<file path="src/rtl/fifo_burst_reader.sv">
// Drains an external FIFO in fixed-length bursts onto a valid/ready stream with last marker.
// Optional timeout flush of partial bursts: define FIFO_BURST_READER_TIMEOUT_EN.
module fifo_burst_reader #(
    parameter int  DATA_WIDTH = 32,
    parameter int  DEPTH      = 8,
    parameter int  BURST_LEN  = 4,
    parameter int  TIMEOUT    = 16,
    parameter type dtype      = logic [DATA_WIDTH-1:0],
    parameter int  ADDR_DEPTH = (DEPTH > 1) ? $clog2(DEPTH) : 1
) (
    input  logic                  clk_i,
    input  logic                  rst_ni,
    input  logic                  clr_i,
    input  logic                  fifo_empty_i,
    input  logic                  fifo_full_i,
    input  logic [ADDR_DEPTH-1:0] fifo_usage_i,
    input  dtype                  fifo_data_i,
    output logic                  fifo_pop_o,
    output dtype                  data_o,
    output logic                  valid_o,
    input  logic                  ready_i,
    output logic                  last_o,
    output logic                  busy_o
);

    localparam int LW = ADDR_DEPTH + 1;

`ifdef FIFO_BURST_READER_TIMEOUT_EN
    typedef enum logic [1:0] {IDLE, BURST, FLUSH} state_t;
`else
    typedef enum logic [1:0] {IDLE, BURST} state_t;
`endif

    state_t          state;
    logic [LW-1:0]   level;
    logic [LW-1:0]   remaining;
    logic            slot_free;
    logic            burst_ready;

    // usage wraps to 0 when full, so full overrides it
    assign level       = fifo_full_i ? LW'(DEPTH) : {1'b0, fifo_usage_i};
    assign slot_free   = !valid_o || ready_i;
    assign burst_ready = (level >= LW'(BURST_LEN));
    assign fifo_pop_o  = (state != IDLE) && slot_free && !fifo_empty_i && !clr_i;
    assign busy_o      = (state != IDLE) || valid_o;

`ifdef FIFO_BURST_READER_TIMEOUT_EN
    localparam int TW = (TIMEOUT > 1) ? $clog2(TIMEOUT) : 1;

    logic [TW-1:0] to_cnt;
    logic          to_fire;

    assign to_fire = (to_cnt == TW'(TIMEOUT - 1)) && !fifo_empty_i && !burst_ready;

    always_ff @(posedge clk_i or negedge rst_ni) begin
        if (!rst_ni) begin
            to_cnt <= '0;
        end else if (clr_i || state != IDLE || fifo_empty_i || burst_ready || to_fire) begin
            to_cnt <= '0;
        end else if (to_cnt != TW'(TIMEOUT - 1)) begin
            to_cnt <= to_cnt + TW'(1);
        end
    end
`endif

    always_ff @(posedge clk_i or negedge rst_ni) begin
        if (!rst_ni) begin
            state     <= IDLE;
            remaining <= '0;
            data_o    <= '0;
            valid_o   <= 1'b0;
            last_o    <= 1'b0;
        end else if (clr_i) begin
            state     <= IDLE;
            remaining <= '0;
            data_o    <= '0;
            valid_o   <= 1'b0;
            last_o    <= 1'b0;
        end else begin
            // a pop refills the register in the same edge the held beat leaves
            if (fifo_pop_o) begin
                data_o    <= fifo_data_i;
                valid_o   <= 1'b1;
                last_o    <= (remaining == LW'(1));
                remaining <= remaining - LW'(1);
            end else if (ready_i) begin
                valid_o <= 1'b0;
                last_o  <= 1'b0;
            end

            case (state)
                IDLE: begin
                    if (burst_ready) begin
                        state     <= BURST;
                        remaining <= LW'(BURST_LEN);
                    end
`ifdef FIFO_BURST_READER_TIMEOUT_EN
                    else if (to_fire) begin
                        state     <= FLUSH;
                        remaining <= level;
                    end
`endif
                end
                default: begin
                    if (fifo_pop_o && remaining == LW'(1))
                        state <= IDLE;
                end
            endcase
        end
    end

endmodule
</file>
<file path="config.mk">
export PLATFORM = sky130hd
export DESIGN_NAME = fifo_burst_reader
export DESIGN_NICKNAME = d
export VERILOG_FILES = /design/src/rtl/fifo_burst_reader.sv
export SDC_FILE = /design/constraint.sdc
export NUM_CORES = 1
export LEC_CHECK = 0
export CORE_ASPECT_RATIO = 0.8
export CORE_UTILIZATION = 45
export DETAILED_ROUTE_END_ITERATION = 16
export DONT_BUFFER_PORTS = 1
export GPL_TIMING_DRIVEN = 0
export SLEW_MARGIN = 15
export SYNTH_ARGS = -nofsm -noshare
export SYNTH_HDL_FRONTEND = slang
export SYNTH_SLANG_ARGS = --single-unit
</file>
<file path="constraint.sdc">
create_clock -name clk_i -period 1.4 [get_ports clk_i]
set_input_delay 0.14 -clock clk_i [delete_from_list [all_inputs] [get_ports clk_i]]
set_output_delay 0.14 -clock clk_i [all_outputs]
set_load 0.02 [all_outputs]
</file>
# ---- Word-level counts from Yosys, hierarchy flattened
# Index checks and enable logic that the tools add are counted.
dict set report totals {
  reg_bits 40
  latchBits 0
  ramBits 0
  mem_bits_ro 0
  output_inout_bits 36
  memories 0
}
dict set report classes {
  addsub 1
  mul 0
  n_div 0
  magnitude_cmp 1
  n_eq_ne 2
  n_shift 0
  muxes 16
  bitwise_logic 0
  reduce_logical 15
}
# op count
set ops {}
lappend ops {{32-bit two-way mux} 2}
lappend ops {{4-bit two-way mux} 5}
lappend ops {{2-bit two-way mux} 4}
lappend ops {{3-bit nonzero test} 2}
lappend ops {{1-bit two-way mux} 5}
lappend ops {{4-bit by 1-bit equality test with 1-bit output (second input constant)} 1}
lappend ops {{4-bit by 3-bit greater-or-equal comparator with 1-bit output (second input constant)} 1}
lappend ops {{1-bit logical AND} 4}
lappend ops {{2-bit nonzero test} 2}
lappend ops {{4-bit by 1-bit subtractor with 4-bit output (second input constant)} 1}
lappend ops {{1-bit logical NOT} 3}
lappend ops {{3-bit inequality test (second input constant)} 1}
lappend ops {{2-bit logical NOT} 1}
lappend ops {{1-bit logical OR} 2}
lappend ops {{2-bit AND reduction} 1}

# ---- Logic depth before layout (Yosys ltp)
# Gate-level depths: netlist (run 1).
dict set report logic_depth {
  depth_word 9
  mapped_depth 5
  depth_no_buf 5
}

# ---- Worst setup path after synthesis (run 1)
# No wires, ideal clock.
dict set report synth_path {
  kind {reg2reg}
  start {register valid_o}
  end {register remaining[3]}
  arrival_ns 1.365
  slack_ns -0.043
  path_stages_with_launch 5
  period_less_slack_ns 1.443
  path_cell_list {dfrtp_1 -> nor2b_4 -> buf_6 -> or4_1 -> a21oi_1}
}
dict set report synth_via {
  elab_chain_len 9
}
# element line
set synth_lines {}
lappend synth_lines {{start, declared} 20} ;# output logic valid_o,
lappend synth_lines {{start signal, assigned} 71} ;# valid_o <= 1'b0;
lappend synth_lines {{start signal, assigned} 77} ;# valid_o <= 1'b0;
lappend synth_lines {{start signal, assigned} 83} ;# valid_o <= 1'b1;
lappend synth_lines {{1-bit logical NOT (*)} 42} ;# assign slot_free = !valid_o || ready_i;
lappend synth_lines {{1-bit logical OR (*)} 42}
lappend synth_lines {{1-bit logical AND (*) (3 in series)} 44} ;# assign fifo_pop_o = (state != IDLE) && slot_free && !fifo_empty_i && !clr_i;
lappend synth_lines {{4-bit two-way mux (*)} 81} ;# if (fifo_pop_o) begin
lappend synth_lines {{4-bit two-way mux} 93} ;# if (burst_ready) begin
lappend synth_lines {{4-bit two-way mux (*)} 91} ;# case (state)
lappend synth_lines {{4-bit two-way mux (*)} 73} ;# end else if (clr_i) begin
lappend synth_lines {{end signal, assigned} 85} ;# remaining <= remaining - LW'(1);
lappend synth_lines {{end signal, assigned} 95} ;# remaining <= LW'(BURST_LEN);
lappend synth_lines {{end, declared} 36} ;# logic [LW-1:0] remaining;
# Every way passes the cells marked *; elsewhere a longest branch is shown, timed or not.
# A chain may end at the register's enable or synchronous reset.

# ---- Final worst setup path (run 1)
# Same ends and word-level chain as after synthesis.

==> impl_metrics.toml, run 1 <==
[run_status]
status = "complete, but fails checks"
violations = "setup timing"

[clock_network]
cts_tree = "done"
clk_pin_slew_worst_paths_ps = 70
numCtsBuffers = 5
cts-root-buf = "clkbuf_8"
worstSkewPairLatency_ps = 290
clock_path_buffers = 2
cts_max_level = 2
cts.sinks = 39

[grt]
grt_usage_pct = 20.1
grt_pass1_wl_um = 5050
grt_overflow = 0
grt_pass1_vias = 1075
grt_antenna_before_repair = 0
grt_max_degree = 40

[timing]
tightest_slew_ps = 281
rsz0062_at_grt = "true"
fin_crit_ps = 1470
maxSlewViolCount = 0
slew_headroom_pct = 81.2
min_period_over_period_pct = 105
setup_tns_ps = -174
setup_viol = 5
finalHoldViolCount = 0
skew_ps = 4.12
fin_ws_ps = -67.2
max_clock_freq_mhz = 682
whs_ps = 7.95

[power]
seq_power_share_pct = 56.2
intPower_mw = 1.69
vdd.ir_drop.worst_v = 0.000730
clock_power_share_pct = 31.1
p_leak_nw = 0.986
power_density_nw_per_um2 = 1070
power_frac_comb_pct = 12.7
p_sw_share_pct = 25.9
power_switching_uw = 589

[synthesis]
synth_flop_cell = "dfrtp_1"
synthesis.nets = 156
synth_area_sq_um = 1530
ys_types = 22
seq_area_frac_synth_pct = 63.7
avgSynthCellArea_sq_um = 13.6
synth_warnings = 0
synth_top_area_share_pct = 63.7
synth_seq_cells = 39
netlist_instances = 113
synth_edf_count = 0
yosys-top-cells-area = "dfrtp_1, a22o_1, buf_2"
postSynth.asyncResetShare_pct = 100
synth_area_leader_cell = "dfrtp_1"

[floorplan]
die_area_sq_um = 3640
core_sq_um = 3180
fp-row-count = 18
die_y_um = 54.2
die_x_um = 67.3
io_pins = 77
start_util_pct = 48.3

[placement]
pre_cts_ws_ps = -199
finalWeightedCongestion = 0.734
dp_hpwl_um = 1990
io_buffer_count = 0

[critical_path]
end_kind = "register"
required_ps = 1620
crit_arrival_ps = 1690
cp-start-kind = "register"
critPathMaxFanout = 6
worstSetupPathType = "register to register"

[detailed_routing]
route.met2.wl_um = 1730
routedWlPerCell_um = 18.2
drt-met1-wl_um = 1640
wl_um = 3640
vias = 1165
ant_nets = 0
wl_met3_um = 211
drc = 0
via_per_inst = 5.83
drtIter0Drc = 36
drtPass1Iterations = 4
route.top_layer_used = "met4"

[layout]
area_growth_pct = 39.0
final_util_pct = 67.1
final_common_cell = "dfrtp_1"
final_cell_mix = "dfrtp_1, a22o_1, dlygate4sd3_1"
diodes = 0
n_fill_cell = 236
final_nets = 202
drive_above_1_share_pct = 19.4

[hold_path]
hold_class = "input pin to register"

[job]
maxCapViolations = 0
cells in the mapped netlist (2+ instances only):
master	number
a22o_1	32
a21oi_1	6
inv_1	4
or4_1	3
ha_1	2
dfrtp_1	39
or3_1	2
nand2b_1	3
o31ai_1	2
o21ai_0	2
buf_2	7
layout make-up:
type | count | area, sq um | area share, %
flip-flops and latches | 39 | 977 | 45.9
multi-input cells | 62 | 519 | 24.4
repair buffers | 40 | 419 | 19.7
clock buffers | 7 | 76.3 | 3.58
plain buffers | 7 | 68.8 | 3.23
well taps | 40 | 50.0 | 2.35
inverters | 4 | 15.0 | 0.705
clock inverters | 1 | 5.00 | 0.235
final timing paths:
| kind | start | endpoint | slack, ps | cells after the start |
|---|---|---|---|---|
| max in group asynchronous | rst_ni | valid_o | 900 | 2 |
| hold reg to reg | remaining[1] | remaining[1] | 560 | 2 |
| setup / recovery | valid_o | remaining[3] | -70 | 4 |
| hold / removal | fifo_data_i[26] | data_o[26] | 8 | 1 |
| setup reg to reg | valid_o | remaining[3] | -70 | 4 |
| min in group asynchronous | rst_ni | data_o[8] | 310 | 2 |
state kept, by name, indices dropped and copies added (netlist names):
register / count
data_o: 32
remaining: 4
state: 1
valid_o: 1
last_o: 1
worst max-delay path: stages (launching register included):
cell and delay, ps:
dfrtp_2 470, nor2b_4 170, buf_6 120, or4_4 510
a21oi_2 130
through the flow:
stage | area [sq um] | total power [mW] | instances
after detailed placement | 1580 | 1.45 | 153
final | 2130 | 2.28 | 200
after global routing | 2130 | 2.38 | 200
after global placement | 1580 | 1.44 | 153
after floorplan | 1530 | 1.41 | 113
after CTS | 2010 | 2.26 | 193
what timing repair did:
action	4_1_cts	5_1_grt
buffers inserted	4	1
pin swaps	6	10
endpoints found under the hold margin	70	7
cloned	0	2
hold buffers	29	4
setup endpoints to repair	34	37
resized for setup	8	15
cell families (layout without fill, tap and decap cells):
group / Yosys count / count (layout) / share of synthesized area, %
simple gates: 13 / 13 / 6.20
flops: 39 / 39 / 63.7
fa+ha+maj: 2 / 2 / 1.63
buf+inv: 12 / 59 / 4.00
compound gates: 47 / 47 / 24.5
power groups by stage:
stage / Clock [mW] / Combinational, mW / Sequential [mW]
after floorplan: 0 / 0.124 / 1.29
after global placement: 0 / 0.142 / 1.30
after detailed placement: 0 / 0.149 / 1.30
after CTS: 0.725 / 0.252 / 1.28
after global routing: 0.782 / 0.315 / 1.29
final: 0.709 / 0.289 / 1.28
per-layer routing:
metal	global-route usage (%)	vias to the layer above
li1	-	521
met1	25.7	587
met2	30.3	49
met3	8.69	8
met4	7.09	0
met5	0	-
Note: power is estimated with default switching activity, not from simulation.
==> run 2: changes to the inputs <==
Settings changed: CELL_PAD_IN_SITES_DETAIL_PLACEMENT set to 0, CELL_PAD_IN_SITES_GLOBAL_PLACEMENT set to 1, CORE_UTILIZATION 45 to 41, PLACE_DENSITY_LB_ADDON set to 0.1, SLEW_MARGIN 15 to 20.
==> run 2 against run 1 <==
Effect of this change: the run still ends with setup timing left; total power is 1.3% higher; wire length is 2.0% higher; non-clock buffer count is 4 higher; global-route usage is 0.57 points lower; critical path type unchanged; highest routed layer unchanged.
==> impl_metrics.toml, run 2 (synthesis results as in run 1) <==
[layout]
largestRegisters = "data_o x32, remaining x4"
drive_above_1_share_pct = 23.8
area_growth_pct = 44.6
final_cell_mix = "dfrtp_1, a22o_1, dlygate4sd3_1"
final_util_pct = 63.4
top_register = "data_o"
final_nets = 206
design_area_sq_um = 2220
largest_reg_flops = 32
n_fill_cell = 276
diodes = 0
final_common_cell = "dfrtp_1"
final_cells = 206

[grt]
grt_antenna_before_repair = 0
grt_pass1_wl_um = 5980
grt_pass1_vias = 1266
grt_overflow = 0
grt_max_degree = 40
grt_usage_pct = 19.5

[critical_path]
rrSetupSlack_ps = -80
critPathMaxFanout = 5
worstSetupPathType = "register to register"
end_kind = "register"
cp_slowest_cell = "dfrtp_2"
timing.rr.start = "valid_o"
required_ps = 1570
reg2regPathDepth = 6
crit_arrival_ps = 1650
startpoint = "valid_o"
critPathMaxStageDelay_ps = 460
crit_chain = "nor2b_4, nor3_4, buf_4, buf_6, clkbuf_16, a22o_1"
cp-start-kind = "register"

[timing]
skew_ps = 4.15
whs_ps = 18.5
setup_viol = 30
fin_crit_ps = 1480
setup_tns_ps = -1440
tightest_slew_ps = 279
maxSlewViolCount = 0
max_clock_freq_mhz = 675
fin_ws_ps = -80.8
slew_headroom_pct = 81.4
rsz0062_at_grt = "true"
min_period_over_period_pct = 106
finalHoldViolCount = 0

[placement]
finalWeightedCongestion = 0.793
pre_cts_ws_ps = -236
placed_cells = 155
io_buffer_count = 0
dp_hpwl_um = 2140
dpl_cell_area_sq_um = 1590

[clock_network]
worstSkewPairLatency_ps = 280
clk_pin_slew_worst_paths_ps = 70
clock_path_buffers = 2
numCtsBuffers = 5
cts_tree = "done"
cts_max_level = 2
cts-root-buf = "clkbuf_8"
cts.sinks = 39

[detailed_routing]
via_per_inst = 5.80
wl_um = 3710
drtIter0Drc = 54
routedWlPerCell_um = 18.0
drtPass1Iterations = 6
drc = 0
ant_nets = 0
vias = 1195

[floorplan]
core_sq_um = 3490
fp-row-count = 19
die_area_sq_um = 3990
io_pins = 77
start_util_pct = 43.9
die_x_um = 70.4
die_y_um = 56.7

[power]
p_leak_nw = 1.03
vdd.ir_drop.worst_v = 0.000684
power.total_mw = 2.31
power_density_nw_per_um2 = 1040

[hold_path]
hold_class = "input pin to register"
worstHoldStart = "fifo_data_i[12]"
whs_path_depth = 1

[run_status]
violations = "setup timing"
status = "complete, but fails checks"

[job]
maxCapViolations = 0
run 2: final cells by class:
cell class	instances	area (sq um)	area share, %
flip-flops and latches	39	977	44.1
multi-input cells	62	536	24.2
repair buffers	43	470	21.2
plain buffers	8	83.8	3.78
clock buffers	7	76.3	3.44
well taps	42	52.6	2.37
inverters	4	15.0	0.678
clock inverters	1	5.00	0.226
run 2: worst max-delay path: cells and delay by family, from the launching register on:
family                 cells  cell delay [ps]
DFF                        1              460
and+or+nand+nor            2              300
buffers and inverters      3              390
AOI/OAI and AO/OA          1              200
run 2: final timing paths:
kind / to
worst max-delay path: data_o[20]
worst min-delay path: data_o[12]
worst max register to register: data_o[20]
worst min register to register: remaining[3]
max in group asynchronous: data_o[23]
min in group asynchronous: remaining[3]
run 2: power by group:
| part | switching, mW | internal, mW |
|---|---|---|
| Clock | 0.373 | 0.350 |
| Combinational | 0.130 | 0.174 |
| Sequential | 0.104 | 1.18 |
| Total | 0.607 | 1.70 |
run 2: metal layers:
metal	track usage (%)	up-vias	wire [um]
li1	-	530	-
met1	24.0	604	1590
met2	29.9	56	1830
met3	8.62	5	246
met4	8.00	0	44
met5	0	-	0
run 2: what timing repair did:
| action | CTS | global route |
|---|---|---|
| pin swaps | 4 | 29 |
| hold buffers | 30 | 2 |
| cloned | 0 | 3 |
| endpoints found under the setup margin | 34 | 38 |
| gates resized for setup | 13 | 15 |
| endpoints found under the hold margin | 71 | 5 |
| buffers inserted | 3 | 5 |
==> run 3: changes to the inputs <==
Settings changed: RECOVER_POWER set to 25.
==> run 3 against run 2 <==
Effect of this change: the flow still finishes with violations (setup timing); critical path depth stayed put; register-to-register slack hardly changed; via count is 0.17% lower; largest cell class unchanged.
==> impl_metrics.toml, run 3 (synthesis results as in run 1) <==
[layout]
final_cell_mix = "dfrtp_1, a22o_1, dlygate4sd3_1"
largestRegisters = "data_o x32, remaining x4"
final_cells = 206
n_fill_cell = 278
final_nets = 206
drive_above_1_share_pct = 23.8
largest_reg_flops = 32
design_area_sq_um = 2200
top_register = "data_o"
final_util_pct = 63.0
diodes = 0
area_growth_pct = 43.6
final_common_cell = "dfrtp_1"

[clock_network]
clk_pin_slew_worst_paths_ps = 70
cts_max_level = 2
numCtsBuffers = 5
cts.sinks = 39
cts-root-buf = "clkbuf_8"
worstSkewPairLatency_ps = 280
cts_tree = "done"
clock_path_buffers = 2

[critical_path]
critPathMaxFanout = 5
cp-start-kind = "register"
cp_slowest_cell = "dfrtp_2"
crit_arrival_ps = 1650
end_kind = "register"
crit_chain = "nor2b_4, nor3_4, buf_4, buf_6, clkbuf_16, a22o_1"
critPathMaxStageDelay_ps = 460
worstSetupPathType = "register to register"
required_ps = 1570

[placement]
finalWeightedCongestion = 0.793
placed_cells = 155
dpl_cell_area_sq_um = 1590
io_buffer_count = 0
dp_hpwl_um = 2140
pre_cts_ws_ps = -236

[power]
power_frac_comb_pct = 12.9
p_leak_nw = 1.02
intPower_mw = 1.70
clock_power_share_pct = 31.4
power_switching_uw = 606
power.total_mw = 2.30
seq_power_share_pct = 55.7
vdd.ir_drop.worst_v = 0.000684
p_sw_share_pct = 26.3
power_density_nw_per_um2 = 1050

[floorplan]
core_sq_um = 3490
io_pins = 77
start_util_pct = 43.9
fp-row-count = 19
die_y_um = 56.7
die_x_um = 70.4
die_area_sq_um = 3990

[grt]
grt_antenna_before_repair = 0
grt_max_degree = 40
grt_pass1_vias = 1266
grt_overflow = 0
grt_usage_pct = 19.5
grt_pass1_wl_um = 5980

[timing]
maxSlewViolCount = 0
slew_headroom_pct = 38.4
fin_ws_ps = -80.5
max_clock_freq_mhz = 675
whs_ps = 18.4
setup_viol = 30
tightest_slew_ps = 924
finalHoldViolCount = 0
fin_crit_ps = 1480
setup_tns_ps = -1440
rsz0062_at_grt = "true"
skew_ps = 4.13
min_period_over_period_pct = 106

[detailed_routing]
vias = 1193
ant_nets = 0
drc = 0
drtPass1Iterations = 6
routedWlPerCell_um = 18.0
drtIter0Drc = 65
wl_um = 3710
via_per_inst = 5.79

[run_status]
violations = "setup timing"
status = "complete, but fails checks"

[hold_path]
hold_class = "input pin to register"

[job]
maxCapViolations = 0
run 3: cell count changes in the layout (fill, tap and decap cells not counted), sizes merged:
cell / change
buf: -1
clkbuf: +1
run 3: cell type report:
| class | count | area (sq um) | share of cell area (%) |
|---|---|---|---|
| Inverter | 4 | 15.0 | 0.682 |
| Multi-Input combinational cell | 62 | 536 | 24.3 |
| Tap cell | 42 | 52.6 | 2.39 |
| Clock inverter | 1 | 5.00 | 0.227 |
| Sequential cell | 39 | 977 | 44.4 |
| Clock buffer | 7 | 76.3 | 3.47 |
| Timing Repair Buffer | 43 | 455 | 20.7 |
| Buffer | 8 | 83.8 | 3.81 |
run 3: what timing repair did:
item                                   CTS  global route
resized for setup                       13            15
hold buffers                            30             2
endpoints found under the hold margin   71             5
setup endpoints to repair               34            38
setup buffers                            3             5
pin swaps                                4            29
cloned                                   0             3
run 3: path summary, 6_finish.rpt:
kind                            cells past startpoint  slack, ps             from      endpoint
worst max-delay path                                6        -80          valid_o    data_o[20]
worst min-delay path                                1         20  fifo_data_i[12]    data_o[12]
worst max register to register                      6        -80          valid_o    data_o[20]
worst min register to register                      2        570     remaining[3]  remaining[3]
max in group asynchronous                           2        250           rst_ni       valid_o
min in group asynchronous                           2        530           rst_ni  remaining[3]
run 3: power by group through the flow:
stage	logic, mW	registers [mW]	clock network (mW)
2_1_floorplan	0.124	1.29	0
3_3_place_gp	0.144	1.30	0
3_5_place_dp	0.151	1.30	0
4_1_cts	0.264	1.28	0.744
5_1_grt	0.327	1.29	0.800
6_report	0.298	1.28	0.723
run 3: worst max-delay path: cells and delay by family, from the launching register on:
family          cells  cell delay, ps
simple gates        2             300
flops               1             460
compound gates      1             200
buf+inv             3             390
run 3: metal layers:
layer	wire, um	GRT usage [%]	vias up
met5	0	0	-
met4	44	8.00	0
met3	245	8.62	5
met2	1840	29.9	56
met1	1590	24.0	602
li1	-	-	530
